===== config.mk =====
export PLATFORM = sky130hd
export DESIGN_NAME = bf_fetch
export DESIGN_NICKNAME = d
export VERILOG_FILES = /design/src/rtl/bf_fetch.sv
export SDC_FILE = /design/constraint.sdc
export NUM_CORES = 1
export LEC_CHECK = 0
export CAP_MARGIN = 5
export CORE_MARGIN = 5
export CORE_UTILIZATION = 60
export CTS_CLUSTER_SIZE = 12
export DETAILED_ROUTE_END_ITERATION = 16
export PLACE_DENSITY = 0.86
export SYNTH_ARGS = -nofsm -noshare
export SYNTH_HDL_FRONTEND = slang
export SYNTH_SLANG_ARGS = --single-unit

===== constraint.sdc =====
create_clock -name clk -period 6 [get_ports clk]
set_input_delay 0.6 -clock clk [delete_from_list [all_inputs] [get_ports clk]]
set_output_delay 0.6 -clock clk [all_outputs]
set_load 0.02 [all_outputs]

===== src/rtl/bf_fetch.sv =====
// bfX instruction fetch / loop control: walks program memory, issues data ops, resolves brackets.
// Optional LOOP_STACK_EN adds a return stack of '[' addresses so ']' jumps back in one step.
module bf_fetch #(
  parameter logic [15:0] START_ADDR  = 16'h0000,
  parameter logic [15:0] CODE_END    = 16'h0100,
  parameter int          DEPTH_W     = 8,
  parameter int          STACK_DEPTH = 16
) (
  input  logic        clk,
  input  logic        rst,
  output logic [15:0] imem_addr,
  input  logic [7:0]  imem_data,
  output logic        ins_valid,
  input  logic        ins_ready,
  output logic [2:0]  ins_op,
  input  logic        exec_idle,
  input  logic        cell_zero,
  output logic        halted,
  output logic        err
);

  typedef enum logic [2:0] {
    S_WAIT, S_DEC, S_SFW, S_SFC, S_SBW, S_SBC, S_HALT
  } state_t;

  state_t               state_r, state_n;
  logic [15:0]          pc_r, pc_n;
  logic [DEPTH_W-1:0]   depth_r, depth_n;
  logic                 halted_r, halted_n, err_r, err_n;
  logic [15:0]          pc_inc_s, jump_pc_s;
  logic                 adv_s, fwd_s, back_s, fail_s, jump_s, push_s, pop_s;
  logic                 full_s, empty_s;
  logic [15:0]          top_s;
  logic [3:0]           dec_s;

  // {is_data_op, op_code}
  function automatic logic [3:0] decode_op(input logic [7:0] b);
    case (b)
      8'h2B:   decode_op = 4'b1_000;
      8'h2D:   decode_op = 4'b1_001;
      8'h3E:   decode_op = 4'b1_010;
      8'h3C:   decode_op = 4'b1_011;
      8'h2E:   decode_op = 4'b1_100;
      8'h2C:   decode_op = 4'b1_101;
      default: decode_op = 4'b0_000;
    endcase
  endfunction

  assign dec_s     = decode_op(imem_data);
  assign pc_inc_s  = pc_r + 16'd1;
  assign jump_pc_s = top_s + 16'd1;
  assign imem_addr = pc_r;
  assign halted    = halted_r;
  assign err       = err_r;
  assign ins_valid = (state_r == S_DEC) && dec_s[3];
  assign ins_op    = ins_valid ? dec_s[2:0] : 3'd0;

`ifdef LOOP_STACK_EN
  localparam int SP_W  = $clog2(STACK_DEPTH + 1);
  localparam int IDX_W = $clog2(STACK_DEPTH);
  logic [15:0]     stack_r [STACK_DEPTH];
  logic [SP_W-1:0] sp_r;
  logic [IDX_W-1:0] top_idx_s;

  assign full_s    = (sp_r == SP_W'(STACK_DEPTH));
  assign empty_s   = (sp_r == {SP_W{1'b0}});
  assign top_idx_s = sp_r[IDX_W-1:0] - {{(IDX_W-1){1'b0}}, 1'b1};
  assign top_s     = stack_r[top_idx_s];

  // Return stack of '[' addresses
  always_ff @(posedge clk or posedge rst) begin
    if (rst) begin
      sp_r <= {SP_W{1'b0}};
      for (int i = 0; i < STACK_DEPTH; i++) stack_r[i] <= 16'h0000;
    end else if (push_s) begin
      stack_r[sp_r[IDX_W-1:0]] <= pc_r;
      sp_r <= sp_r + {{(SP_W-1){1'b0}}, 1'b1};
    end else if (pop_s) begin
      sp_r <= sp_r - {{(SP_W-1){1'b0}}, 1'b1};
    end else begin
      sp_r <= sp_r;
    end
  end
`else
  assign full_s  = 1'b0;
  assign empty_s = 1'b1;
  assign top_s   = 16'h0000;
`endif

  // Next-state: the case picks an action, the tail applies PC/HALT effects
  always_comb begin
    state_n  = state_r;
    pc_n     = pc_r;
    depth_n  = depth_r;
    halted_n = halted_r;
    err_n    = err_r;
    adv_s = 1'b0; fwd_s = 1'b0; back_s = 1'b0; fail_s = 1'b0;
    jump_s = 1'b0; push_s = 1'b0; pop_s = 1'b0;
    case (state_r)
      S_WAIT: state_n = S_DEC;
      S_DEC: begin
        if (dec_s[3]) begin
          adv_s = ins_ready;
        end else if (imem_data == 8'h5B || imem_data == 8'h5D) begin
          if (!exec_idle) begin
            adv_s = 1'b0;
          end else if (imem_data == 8'h5B && cell_zero) begin
            depth_n = DEPTH_W'(1);
            fwd_s   = 1'b1;
          end else if (imem_data == 8'h5B) begin
`ifdef LOOP_STACK_EN
            fail_s = full_s;
            push_s = !full_s;
            adv_s  = !full_s;
`else
            adv_s = 1'b1;
`endif
          end else if (cell_zero) begin
`ifdef LOOP_STACK_EN
            fail_s = empty_s;
            pop_s  = !empty_s;
            adv_s  = !empty_s;
`else
            adv_s = 1'b1;
`endif
          end else begin
`ifdef LOOP_STACK_EN
            fail_s = empty_s;
            jump_s = !empty_s;
`else
            depth_n = DEPTH_W'(1);
            back_s  = 1'b1;
`endif
          end
        end else if (imem_data == 8'h00) begin
          state_n  = S_HALT;
          halted_n = 1'b1;
        end else begin
          adv_s = 1'b1;
        end
      end
      S_SFW: state_n = S_SFC;
      S_SFC: begin
        if (imem_data == 8'h00) begin
          fail_s = 1'b1;
        end else if (imem_data == 8'h5B) begin
          fail_s  = &depth_r;
          fwd_s   = !(&depth_r);
          depth_n = depth_r + DEPTH_W'(1);
        end else if (imem_data == 8'h5D) begin
          depth_n = depth_r - DEPTH_W'(1);
          adv_s   = (depth_r == DEPTH_W'(1));
          fwd_s   = (depth_r != DEPTH_W'(1));
        end else begin
          fwd_s = 1'b1;
        end
      end
      S_SBW: state_n = S_SBC;
      S_SBC: begin
        if (imem_data == 8'h5D) begin
          fail_s  = &depth_r;
          back_s  = !(&depth_r);
          depth_n = depth_r + DEPTH_W'(1);
        end else if (imem_data == 8'h5B) begin
          depth_n = depth_r - DEPTH_W'(1);
          adv_s   = (depth_r == DEPTH_W'(1));
          back_s  = (depth_r != DEPTH_W'(1));
        end else begin
          back_s = 1'b1;
        end
      end
      S_HALT: state_n = S_HALT;
      default: begin
        state_n  = S_HALT;
        halted_n = 1'b1;
        err_n    = 1'b1;
      end
    endcase

    // A scan step that would leave the code region is an error; a plain step past it is a clean end
    if (fwd_s && pc_inc_s == CODE_END) begin
      fail_s = 1'b1;
    end else if (back_s && pc_r == 16'h0000) begin
      fail_s = 1'b1;
    end else begin
      fail_s = fail_s;
    end

    if (fail_s) begin
      state_n  = S_HALT;
      halted_n = 1'b1;
      err_n    = 1'b1;
    end else if (fwd_s) begin
      pc_n    = pc_inc_s;
      state_n = S_SFW;
    end else if (back_s) begin
      pc_n    = pc_r - 16'd1;
      state_n = S_SBW;
    end else if (jump_s) begin
      pc_n    = jump_pc_s;
      state_n = S_WAIT;
    end else if (adv_s && pc_inc_s == CODE_END) begin
      state_n  = S_HALT;
      halted_n = 1'b1;
    end else if (adv_s) begin
      pc_n    = pc_inc_s;
      state_n = S_WAIT;
    end else begin
      pc_n = pc_n;
    end
  end

  // State, PC and status registers
  always_ff @(posedge clk or posedge rst) begin
    if (rst) begin
      state_r  <= S_WAIT;
      pc_r     <= START_ADDR;
      depth_r  <= {DEPTH_W{1'b0}};
      halted_r <= 1'b0;
      err_r    <= 1'b0;
    end else begin
      state_r  <= state_n;
      pc_r     <= pc_n;
      depth_r  <= depth_n;
      halted_r <= halted_n;
      err_r    <= err_n;
    end
  end

endmodule

==> impl_results.md, run 1 <==
* Layout Nets at 368
* Status: completed
* Max Slew Vio Count at 0
* Top-count cell post-synth: dfrtp_1
* Hpwl dp at 4.733 mm
* Avg Inst Size Synth at 8.343 µm²
* Via/cell ratio at 6.525
* Fill cell count at 372
* Max Buffers Root-to-Sink at 2
* Number of global-route vias before repair at 2421
* CTS tree: built
* Initial antenna violation count at 0
* Seq pwr share at 0.517
* Placer Congestion at 0.9117
* Post-synthesis sequential area ratio at 0.2652
* First-pass GRT wire length at 11.23 mm
* Die area at 0.006011 mm²
* Cell Chain, Critical Path: clkdlybuf4s50_1 > nand4bb_1 > nor3_2 > inv_1 > ha_1 > nand2_1 > a2111oi_0 > a22o_2 > o41a_1 > o21ai_4 > o21bai_1 > xnor2_1
* Synth area leader: dfrtp_1
* Chip height at 77.53 µm
* Width of the chip at 77.53 µm
* Grt ovf at 0
* CP endpoint: imem_addr[11]
* CTS resizes at 0
* Synth Area in Adders at 0.02743
* FF-to-FF Start: imem_addr[0]
* RSZ-0062 raised after global routing: false
* Worst hold slack at 0.4701 ns
* Critical Path Fanout Max at 17
* Leakage at 1.226 nW
* Number of diodes at 0
* Reg-to-Reg End: imem_addr[11]
* Crit share post-route at 0.6038
* Max Cap Violations at 0
* Worst-path clk slew at 0.07 ns
* Worst Slack Setup Final at 2.377 ns
* Synthesis-stage register bit count at 29
* Post-synthesis simple-gate area fraction at 0.3338
* Avg WL per Cell at 16.29 µm
* Final setup TNS at 0 ns
* CP Capture Type: register
* Reg2Reg Setup Slack at 2.77 ns
* Yosys Warn Count at 0
* Starting Density at 0.6241
* CP Class: in2reg
* DRT iter0 DRCs at 214
* Sw Ratio at 0.2448
* Port bufs at 34
* P&R area growth vs syn at 12.85%
* Slowest stage cell on the critical path: clkdlybuf4s50_1
* Largest family of logic cells by synthesized area: simple AND/OR/NAND/NOR gates
* Routed Antenna Nets at 0
* Min Tclk post-route at 3.623 ns
* Combinational share of power at 0.062
* CP peak stage delay at 0.55 ns
* Number of enable flip-flop cells after synthesis at 0
* Ys flop type: dfrtp_1
* Post-synthesis compound-gate area fraction at 0.2058
* H-tree depth at 2
* Row count at 24
* Setup bufs post-CTS at 0
* Final hold violation count at 0
* Hold buffers post-CTS at 0
* Synth Instances at 328
* Synth Net Count at 347
* Layout cell share with drive strength beyond 1 at 0.1171
* TritonCTS Buffers at 5
* Clock root buffer: clkbuf_8
* Post-synthesis mux area share at 0.02286
* Clock Latency Late Sink at 0.28 ns
* CTS sink cnt at 29
* Synth top area share at 0.2652
* Post-route DRC violation count at 0
* Post-synthesis xor/xnor area fraction at 0.07042
* Count of cell types in the netlist at 74
* Crit path launch type: input port
* Mapped Area at 0.002736 mm²
* Worst-Margin Slew at 0.8111 ns
* Maximum VDD drop at 0.08496 mV
* Worst slew margin at 0.4593
* HP Class: reg2reg
* Power Density at 123.0 mW/mm²
* IO Count at 35
* Pre-CTS setup slack at 2.063 ns
* Clock power frac at 0.420
* GRT Overall Usage at 0.2215
* Setup Skew at 0.003159 ns
* Async SR Flop Fraction at 1.000
* Psw at 0.09296 mW
* Fmax at 276.0 MHz
* Largest net degree at the start of global routing at 30
* Post-route core utilization at 0.7043
* First-pass DRT Iterations at 5
* Vias at 2623
* Commonest cells in the netlist: dfrtp_1, nand2_1, nor2_1, nand3_1, a21oi_1
* R2R depth at 9
* Crit path from: imem_data[4]
* Setup violators final at 0
* Synth area leaders: dfrtp_1, xor2_1, nand2_1
* Arrival @ worst endpoint at 3.78 ns
* WL final at 6.548 mm
* Worst Path Required at 6.16 ns
* Internal power at 0.2868 mW
* Core area at 0.004384 mm²
critical path, delay by kind of cell:
kind,cells,cell delay (ns)
AOI/OAI and AO/OA,5,1.22
and+or+nand+nor,3,0.81
buffers and inverters,2,0.70
adders and majority gates,1,0.31
xor gates and xnor gates,1,0.13
worst min-delay path by stage:
stage / slack, ns / start / depth (start not counted) / to
final: 0.47 / err / 1 / err
after floorplan: 0.53 / depth_r[4] / 2 / depth_r[4]
after detailed placement: 0.46 / err / 1 / err
after global routing: 0.51 / err / 1 / err
after global placement: 0.45 / err / 1 / err
after CTS: 0.47 / err / 1 / err
cells by family after synthesis:
family                     Yosys count
and+or+nand+nor                    155
muxes                                6
xor gates and xnor gates            22
adders and majority gates            6
AOI/OAI and AO/OA                   75
DFF                                 29
buffers and inverters               35
power groups by stage:
stage / clock [mW] / combinational, mW / sequential, mW
floorplan: 0 / 0.00994 / 0.200
global placement: 0 / 0.0232 / 0.200
detailed placement: 0 / 0.0236 / 0.200
CTS: 0.164 / 0.0237 / 0.196
global route: 0.173 / 0.0263 / 0.196
finish: 0.160 / 0.0236 / 0.197
registers in the layout, summed over array words and instances (netlist names):
signal and count:
state_r 3, depth_r 8, imem_addr 16, err 1, halted 1
cell usage in the layout (no fill, tap or decap), types with 5 or more instances in the layout:
master | synthesis | layout
inv_1 | 13 | 13
nand2_1 | 27 | 27
a21oi_1 | 17 | 17
o21ai_0 | 12 | 12
and3_1 | 6 | 6
dfrtp_1 | 29 | 29
nor4_1 | 9 | 9
nand3_1 | 19 | 19
or2_2 | 5 | 5
clkbuf_8 | 1 | 5
nor3_1 | 7 | 7
xor2_1 | 16 | 16
ha_1 | 6 | 6
nand4_1 | 9 | 9
or4_1 | 8 | 8
or3_1 | 8 | 8
clkdlybuf4s50_1 | 0 | 34
xnor2_1 | 6 | 6
nor2_1 | 23 | 23
metal layers:
metal  part of all wire  vias to the layer above  global-route usage
li1                   -                     1266                   -
met1               0.45                     1250              0.2880
met2               0.48                       98              0.3687
met3              0.057                        9             0.04630
met4              0.015                        0             0.06873
met5                  0                        -                   0
per-stage QoR:
step	instance area [µm²]	total power [mW]	instances
2_1_floorplan	2736	0.2099	328
3_3_place_gp	3002	0.2233	394
3_5_place_dp	3002	0.2238	394
4_1_cts	3088	0.3844	402
5_1_grt	3088	0.3958	402
6_report	3088	0.3797	402
layout make-up:
| type | count | area, µm² | share of cell area |
|---|---|---|---|
| timing repair buffer | 36 | 355.3 | 0.1151 |
| clock inverter | 3 | 17.52 | 0.005673 |
| multi-input combinational | 264 | 1807 | 0.5851 |
| tap | 52 | 65.06 | 0.02107 |
| sequential | 29 | 725.7 | 0.2350 |
| clock buffer | 5 | 68.82 | 0.02229 |
| inverter | 13 | 48.80 | 0.01580 |
(Power assumes the default switching activity.)
==> inputs of run 2 (changes only) <==
--- a/config.mk
+++ b/config.mk
@@ -7,10 +7,10 @@
 export LEC_CHECK = 0
 export CAP_MARGIN = 5
 export CORE_MARGIN = 5
-export CORE_UTILIZATION = 60
+export CORE_UTILIZATION = 51
 export CTS_CLUSTER_SIZE = 12
 export DETAILED_ROUTE_END_ITERATION = 16
-export PLACE_DENSITY = 0.86
+export PLACE_DENSITY = 0.77
 export SYNTH_ARGS = -nofsm -noshare
 export SYNTH_HDL_FRONTEND = slang
 export SYNTH_SLANG_ARGS = --single-unit
==> constraint.sdc (replaced) <==
create_clock -name clk -period 3.2 [get_ports clk]
set_input_delay 0.32 -clock clk [delete_from_list [all_inputs] [get_ports clk]]
set_output_delay 0.32 -clock clk [all_outputs]
set_load 0.02 [all_outputs]
==> run 2 against run 1 <==
- die area grew 15%
- largest power group unchanged
- critical endpoint is now imem_addr[2]
- combinational power is 110% higher
- largest cell class unchanged
- routed wire length grew 11%
==> impl_results.md, run 2 (same netlist as run 1, synthesis figures left out) <==
* Critical Path Fanout Max at 17 (unchanged)
* WL final at 7.236 mm (+11%)
* Hold buffers post-CTS at 0 (unchanged)
* Setup bufs post-CTS at 0 (unchanged)
* Setup violators final at 0 (unchanged)
* TritonCTS Buffers at 5 (unchanged)
* Max Cap Violations at 0 (unchanged)
* Port bufs at 34 (unchanged)
* Most common cell after layout, fill and taps aside: clkdlybuf4s50_1
* Number of diodes at 0 (unchanged)
* Combinational share of power at 0.065 (+0.003)
* P&R area growth vs syn at 19.43%
* Vias at 2705 (+3.1%)
* Final Cell Area at 0.003268 mm² (+5.8%)
* Core area at 0.005172 mm² (+18%)
* Worst hold slack at 0.4055 ns (-0.06459 ns)
* First-pass DRT Iterations at 4 (-1)
* H-tree depth at 2 (unchanged)
* GRT Overall Usage at 0.2043 (-0.01713)
* Chip height at 83.25 µm (+7.4%)
* Clock power frac at 0.452 (+0.032)
* CTS sink cnt at 29 (unchanged)
* Routed Antenna Nets at 0 (unchanged)
* Max Buffers Root-to-Sink at 2 (unchanged)
* Setup Skew at 0.006860 ns (+0.003702 ns)
* Layout cell share with drive strength beyond 1 at 0.1626 (+0.04546)
* Min Tclk post-route at 2.990 ns
* Via/cell ratio at 6.162 (-5.6%)
* Post-route DRC violation count at 0 (unchanged)
* Crit path launch type: register
* Power Density at 233.2 mW/mm² (+90%)
* Internal power at 0.5859 mW (+100%)
* CTS tree: built
* Number of global-route vias before repair at 2587 (+6.9%)
* HP Class: in2async
* Worst-Margin Slew at 0.5704 ns (-0.2406 ns)
* Status: completed
* First-pass GRT wire length at 11.99 mm (+6.7%)
* CP Class: reg2reg
* Fmax at 334.5 MHz
* Placer Congestion at 0.8577 (-5.9%)
* RSZ-0062 raised after global routing: false
* Final setup TNS at 0 ns (unchanged)
* Max FFs per register at 16 (unchanged)
* Commonest cells after routing, fill and taps aside: clkdlybuf4s50_1, dfrtp_1, nand2_1
* Hpwl dp at 5.095 mm (+7.7%)
* Row count at 26 (+8.3%)
* CTS resizes at 0 (unchanged)
* IO Count at 35 (unchanged)
* Layout Nets at 387 (+5.2%)
* Final hold violation count at 0 (unchanged)
* Largest net degree at the start of global routing at 30 (unchanged)
* Psw at 0.1762 mW (+90%)
* Seq pwr share at 0.483 (-0.034)
* Avg WL per Cell at 16.48 µm (+1.2%)
* Post-route core utilization at 0.6318 (-0.07250)
* Crit share post-route at 0.9342
* Maximum VDD drop at 0.1766 mV (+110%)
* Clock Latency Late Sink at 0.29 ns (about the same)
* Leakage at 1.330 nW (+8.5%)
* Worst slew margin at 0.6162 (+0.1569)
* Starting Density at 0.5290 (-0.09512)
* Width of the chip at 83.25 µm (+7.4%)
* DP Area at 0.003167 mm² (+5.5%)
* Arrival @ worst endpoint at 3.16 ns (-0.62 ns)
* Clock root buffer: clkbuf_8
* CP Capture Type: register
* Pre-CTS setup slack at 0.04440 ns (-2.019 ns)
* Max Slew Vio Count at 0 (unchanged)
* Worst Path Required at 3.37 ns (-2.79 ns)
* Worst-path clk slew at 0.07 ns (about the same)
* Sw Ratio at 0.2312 (-0.01361)
* Grt ovf at 0 (unchanged)
* Worst Slack Setup Final at 0.2105 ns (-2.167 ns)
* Die area at 0.006931 mm² (+15%)
* DRT iter0 DRCs at 205 (-4.2%)
* Initial antenna violation count at 0 (unchanged)
## run 2: cell types whose count changed in the layout (fill, tap and decap cells not counted)
cell	before	now
buf_4	2	21
clkbuf_8	5	7
clkinv_2	2	1
clkinvlp_4	1	0
## run 2: power by group through the flow
stage               Clock, mW  Sequential (mW)  Combinational [mW]
global placement            0            0.375              0.0488
finish                  0.345            0.368              0.0492
CTS                     0.354            0.368              0.0496
detailed placement          0            0.375              0.0491
floorplan                   0            0.375              0.0186
global route            0.376            0.368              0.0538
## run 2: layer usage
| layer | global-route usage | wire (µm) |
|---|---|---|
| met2 | 0.3360 | 3548 |
| met5 | 0 | 0 |
| met4 | 0.06686 | 61 |
| met3 | 0.05248 | 359 |
| met1 | 0.2603 | 3265 |
## run 2: final timing paths
| path | start | to | slack [ns] | cells after the start |
|---|---|---|---|---|
| worst max-delay path | imem_addr[7] | imem_addr[2] | 0.21 | 8 |
| worst min-delay path | rst | depth_r[3] | 0.41 | 3 |
| worst max register to register | imem_addr[7] | imem_addr[2] | 0.21 | 8 |
| worst min register to register | halted | halted | 0.48 | 1 |
| max in group asynchronous | rst | imem_addr[15] | 2.51 | 3 |
| min in group clk | halted | halted | 0.48 | 1 |
## run 2: per-stage QoR
step / std cells / power [mW]
2_1_floorplan: 328 / 0.3936
3_3_place_gp: 431 / 0.4240
3_5_place_dp: 431 / 0.4242
4_1_cts: 439 / 0.7719
5_1_grt: 439 / 0.7982
6_report: 439 / 0.7621
## run 2: worst max-delay path, cell delays in order, from the launching register on
cell and delay (ns):
dfrtp_1 0.56, nand2_1 0.18, nor4_1 0.48, nand3_1 0.16, a22o_1 0.26, o41a_1 0.45, o21ai_4 0.47, a21oi_1 0.13
xor2_1 0.17
## run 2: final cells by class
cell class / count / area [µm²]
Multi-Input combinational cell: 264 / 1807
Tap cell: 70 / 87.58
Inverter: 13 / 48.80
Clock buffer: 7 / 96.34
Fill cell: 449 / 1904
Sequential cell: 29 / 725.7
Timing Repair Buffer: 55 / 498.0
Clock inverter: 1 / 5.005
